==> src/rtl/qam16_rx_pkg.sv <==
// Shared constants, state encoding and LFSR helper for the 16-QAM receive BER checker.
package qam16_rx_pkg;

    localparam int unsigned SAMPLE_W = 18;

    // Gray codes per rail, ordered from most negative to most positive level
    localparam logic [1:0] GRAY_NEG_OUTER = 2'b00;
    localparam logic [1:0] GRAY_NEG_INNER = 2'b01;
    localparam logic [1:0] GRAY_POS_INNER = 2'b11;
    localparam logic [1:0] GRAY_POS_OUTER = 2'b10;

    localparam logic signed [SAMPLE_W-1:0] THRESH_DEFAULT = 18'sd43690;

    localparam int unsigned LFSR_LEN = 22;
    localparam int unsigned TAP_HI   = 21;
    localparam int unsigned TAP_LO   = 20;

    typedef enum logic [1:0] {
        StSearch = 2'd0,
        StCheck  = 2'd1,
        StLocked = 2'd2
    } rx_state_e;

    function automatic logic [LFSR_LEN-1:0] lfsr_next(input logic [LFSR_LEN-1:0] s);
        return {s[LFSR_LEN-2:0], s[TAP_HI] ^ s[TAP_LO]};
    endfunction

endpackage

==> src/rtl/qam16_slicer.sv <==
// Combinational four-level Gray decision for one rail of a 1s17 sample.
module qam16_slicer
    import qam16_rx_pkg::*;
#(
    parameter logic signed [SAMPLE_W-1:0] THRESH = THRESH_DEFAULT
) (
    input  logic signed [SAMPLE_W-1:0] sample,
    output logic        [1:0]          gray
);

    localparam logic signed [SAMPLE_W-1:0] NEG_THRESH = -THRESH;

    // Exact boundary values fall into the upper bin
    always_comb begin
        if (sample < NEG_THRESH) begin
            gray = GRAY_NEG_OUTER;
        end else if (sample[SAMPLE_W-1]) begin
            gray = GRAY_NEG_INNER;
        end else if (sample < THRESH) begin
            gray = GRAY_POS_INNER;
        end else begin
            gray = GRAY_POS_OUTER;
        end
    end

endmodule

==> config.mk <==
export PLATFORM = sky130hd
export DESIGN_NAME = qam16_slicer
export DESIGN_NICKNAME = d
export VERILOG_FILES = /design/src/rtl/qam16_rx_pkg.sv /design/src/rtl/qam16_slicer.sv
export SDC_FILE = /design/constraint.sdc
export NUM_CORES = 1
export LEC_CHECK = 0
export ABC_AREA = 1
export CAP_MARGIN = 20
export CORE_AREA = 10 10 47 49
export DETAILED_ROUTE_END_ITERATION = 10
export DIE_AREA = 0 0 57 59
export MAX_ROUTING_LAYER = met4
export PLACE_DENSITY_LB_ADDON = 0.1
export SYNTH_ARGS = -nofsm -noshare
export SYNTH_HDL_FRONTEND = slang
export SYNTH_SLANG_ARGS = --single-unit
==> constraint.sdc <==
create_clock -name vclk -period 1.95
set_input_delay 0.585 -clock vclk [all_inputs]
set_output_delay 0.585 -clock vclk [all_outputs]
set_load 0.01 [all_outputs]
# == Word level (Yosys, flattened, before mapping) ==
# Cells that the tools add are included.
# op_classes
n_mux,3
n_lt_le_gt_ge,2
# ops
operator,count
18-bit by 17-bit less-than comparator with 1-bit output (second input constant),2
2-bit two-way mux,2
1-bit two-way mux,1
# word_totals
out_inout_bits,2
ff_bits,0
word_cells,5
input_bits,18

# == Longest topological paths before layout ==
# Gate-level depths: netlist of run 1.
# logic_depth
word_depth,4
ltp_mapped,9
mapped_depth_nobuf,9

# == Least setup slack after synthesis of run 1 ==
# Ideal clock, no wire load.
# synth_path
path_type,input-to-output
from,input port sample[13]
to,output port gray[0]
t_arrival_ns,1.466
setup_slack_ns,-0.101
path_buffers,0
stages,7
t_required_ns,1.365
cell_sequence,inv_1 > nand2_1 > nor3_2 > and3_1 > nor2_1 > ha_1 > a21oi_2
# synth_via
elab_chain_len,4
elab_cells_between_ends,5
cone_classes,2 x order compare; 3 x mux
# synth_rtl
item,line_no,text
start: declaration,qam16_slicer.sv:7,"input logic signed [SAMPLE_W-1:0] sample,"
18-bit by 17-bit less-than comparator with 1-bit output,qam16_slicer.sv:19,end else if (sample < THRESH) begin
1-bit two-way mux,qam16_slicer.sv:19,
2-bit two-way mux,qam16_slicer.sv:17,end else if (sample[SAMPLE_W-1]) begin
2-bit two-way mux (*),qam16_slicer.sv:15,if (sample < NEG_THRESH) begin
end: declaration,qam16_slicer.sv:8,output logic [1:0] gray
# Every way passes the cells marked *; elsewhere a longest branch is shown, timed or not.

# == Final worst setup path of run 1 ==
# Same ends and word-level chain as after synthesis.

==> reports/qor.log, run 1 <==
qor: global_routing.grt_overflow_total 0
qor: power.power.density_cell_area 193 nW/um^2
qor: synthesis.synth.most_common_cell sky130_fd_sc_hd__nand2_1
qor: detailed_routing.detailroute.via_count 395
qor: power.switching_power 47.6 uW
qor: power.vdd_drop_max 54.2 uV
qor: outcome.status finished with violations
qor: synthesis.synthesis.area_per_instance 5.14 sq um
qor: worst_setup_path.critical_path_rt 1.36 ns
qor: final_layout.area_growth 142%
qor: worst_setup_path.worstSetupStartpointType input port
qor: worst_setup_path.crit_family compound AO/OA/AOI/OAI gates
qor: die.design.portCount 20
qor: global_routing.wire_length_of_the_first_global_routing_pass 1.49 mm
qor: final_layout.design.final.nets 99
qor: final_layout.n_fill_cell 173
qor: synthesis.synth_fa_ha_area_share 5.18%
qor: detailed_routing.drt.antenna.violating_nets 0
qor: global_routing.grt_antenna_before_repair 0
qor: synthesis.yosysUniqueCellTypes 19
qor: synthesis.synthDominantAreaCellType sky130_fd_sc_hd__nand2_1
qor: die.die_x 57 um
qor: final_layout.multi_input_comb_area 258 sq um
qor: final_layout.numSequentialCells 0
qor: clock_tree.cts_hold_buffers 0
qor: clock_tree.cts_setup_buffers 0
qor: worst_setup_path.timing.critical_path.arrival 1.65 ns
qor: sta.finalMaxSlewViolations 0
qor: detailed_routing.drc 0
qor: place.dp_hpwl 788 um
qor: synthesis.synth_nets 66
qor: synthesis.synthMuxAreaShare 0%
qor: synthesis.synth_xor_area_share 0%
qor: final_layout.clock_buffers 0
qor: detailed_routing.dr.pass1.iters 2
qor: power.switch_share 42.3%
qor: detailed_routing.postRouteWirelength 929 um
qor: final_layout.post_route_cells_drive_above_1_share 67.9%
qor: synthesis.synth.top_cells.by_count sky130_fd_sc_hd__nand2_1 (13), sky130_fd_sc_hd__inv_1 (7), sky130_fd_sc_hd__nor2_1 (4)
qor: synthesis.synth_compound_gate_area_share 24.9%
qor: power.p_leak 0.284 nW
qor: worst_setup_path.critical_path.max_stage_delay 0.28 ns
qor: synthesis.yosysWarnings 0
qor: place.place.gp.congestion 0.709
qor: place.numPortBuffers 19
qor: hold_path.timing.hold.worst.class input port to output pin
qor: flow_run.max_cap_violation_count 0
qor: worst_setup_path.path_max_fanout 3
qor: power.share_clk_of_total_power 0%
qor: die.placementRows 14
qor: sta.achievable-frequency 448 MHz
qor: power.power.share.combinational 100.0%
qor: sta.post-route-min-period 2.23 ns
qor: synthesis.post_synth_and_or_nand_nor_area_fraction 56.0%
qor: synthesis.netlist.area_leader.share 20.2%
qor: worst_setup_path.critical_path.endpoint_type output pin
qor: synthesis.syn_inst 47
qor: die.die_height 59 um
qor: sta.timing.final.hold_violations 0
qor: sta.timing.max_slew.rel_slack 89.7%
qor: final_layout.number_of_diodes 0
qor: worst_setup_path.timing.critical_path.cells buf_6, inv_4, nand2_4, a31oi_4, o21ai_2, nor2_1, ha_2, a21oi_2, buf_2
qor: detailed_routing.routed_via_density 4.20
qor: sta.timing.final.setup_violations 2
qor: detailed_routing.drt_first_iter_violations 1
qor: worst_setup_path.worstPathBufferInverterCount 3
qor: synthesis.yosys-top-cells-area sky130_fd_sc_hd__nand2_1 (20%), sky130_fd_sc_hd__inv_1 (11%), sky130_fd_sc_hd__o21ai_2 (7.3%)
qor: power.seq_power_share 0%
qor: synthesis.yosysSeqAreaShare 0%
qor: sta.timing.final.ws_setup -0.281 ns
qor: final_layout.layout.area.seq 0 sq um
qor: synthesis.mappedNetlistArea 241 sq um
qor: power.cell_internal_pwr 65.0 uW
qor: die.core 1400 sq um
qor: global_routing.grt_usage 4.98%
qor: outcome.violations setup timing
qor: sta.grt_setup_unrepaired yes
qor: detailed_routing.routed_wire_length_per_instance 9.88 um
qor: power.fin_total_pwr 113 uW
qor: sta.setup_total_negative_slack -0.346 ns
qor: die.design.die.area 3360 sq um
qor: global_routing.first_global_vias 376
qor: die.start_util 17.2%
qor: worst_setup_path.timing.setup.critical_path_class input port to output pin
qor: global_routing.grt_start_max_net_pins 4
qor: worst_setup_path.worst_path_max_delay_cell sky130_fd_sc_hd__ha_2
qor: synthesis.dominant_combinational_cell_family_by_area_after_synthesis simple AND/OR/NAND/NOR gates
qor: sta.finalCritPeriodShare 114%
qor: sta.tightest_slew 0.152 ns
## tightest hold or removal path: stages
cell and delay [ns]:
sky130_fd_sc_hd__buf_2 0.09, sky130_fd_sc_hd__inv_1 0.05, sky130_fd_sc_hd__ha_2 0.18, sky130_fd_sc_hd__buf_6 0.11
## area by class of cell
cell class / count / area share [%]
Timing Repair Buffer: 31 / 45.4
Multi-Input combinational cell: 38 / 44.1
Inverter: 9 / 7.07
Tap cell: 16 / 3.43
## cell families after synthesis
logic type | after synthesis
buf+inv | 9
simple gates | 28
compound gates | 9
fa+ha+maj | 1
## through the flow
stage / hold WS (ns) / setup slack (ns) / util [%] / cells / area, sq um
floorplan: 1.31 / -0.101 / - / 47 / 241
global placement: 2.29 / -1.15 / 38.7 / 94 / 542
detailed placement: 2.30 / -1.16 / 38.7 / 94 / 542
CTS: 1.60 / -0.368 / 35.4 / 94 / 495
global route: 1.63 / -0.373 / 41.7 / 94 / 584
finish: 1.61 / -0.281 / 41.7 / 94 / 584
## layout by cell type (no fill, tap or decap), types with 2 or more instances in the layout
| cell | Yosys | layout |
|---|---|---|
| sky130_fd_sc_hd__inv_2 | 2 | 4 |
| sky130_fd_sc_hd__inv_1 | 7 | 2 |
| sky130_fd_sc_hd__nand4_1 | 2 | 2 |
| sky130_fd_sc_hd__buf_6 | 0 | 9 |
| sky130_fd_sc_hd__o21ai_2 | 2 | 2 |
| sky130_fd_sc_hd__nand2_1 | 13 | 10 |
| sky130_fd_sc_hd__buf_4 | 0 | 12 |
| sky130_fd_sc_hd__nand2_2 | 2 | 4 |
| sky130_fd_sc_hd__a21oi_2 | 1 | 3 |
| sky130_fd_sc_hd__nor2_4 | 0 | 2 |
| sky130_fd_sc_hd__buf_2 | 0 | 6 |
| sky130_fd_sc_hd__nor2_1 | 4 | 3 |
| sky130_fd_sc_hd__inv_4 | 0 | 3 |
| sky130_fd_sc_hd__buf_8 | 0 | 2 |
## path summary, 6_finish.rpt
kind              startpoint       to  slack (ns)  cells past startpoint
setup / recovery  sample[13]  gray[0]       -0.28                      9
hold / removal    sample[17]  gray[1]        1.61                      4
## power by group through the flow
stage	clock network, mW	registers [mW]	logic, mW
after floorplan	0	0	0.0316
after global placement	0	0	0.103
after detailed placement	0	0	0.102
after CTS	0	0	0.0914
after global routing	0	0	0.123
final	0	0	0.113
## layer usage
metal  routed length, um  share of wire (%)  track usage, %
met3                  41                4.4           0.644
met5                   0                  0               -
met2                 472                 51            8.53
met4                   0                  0               0
met1                 415                 45            6.41
## timing repair
item	CTS	global route
resized for setup	76	33
setup endpoints to repair	2	2
pin swaps	15	15
Note: power is estimated with default switching activity, not from simulation.
==> run 2, diff against run 1 <==
CAP_MARGIN = 5   (was 20)
GPL_ROUTABILITY_DRIVEN = 0   (was not set)
==> results of run 2 <==
The final DEF is identical to that of run 1; final timing and power are the same.
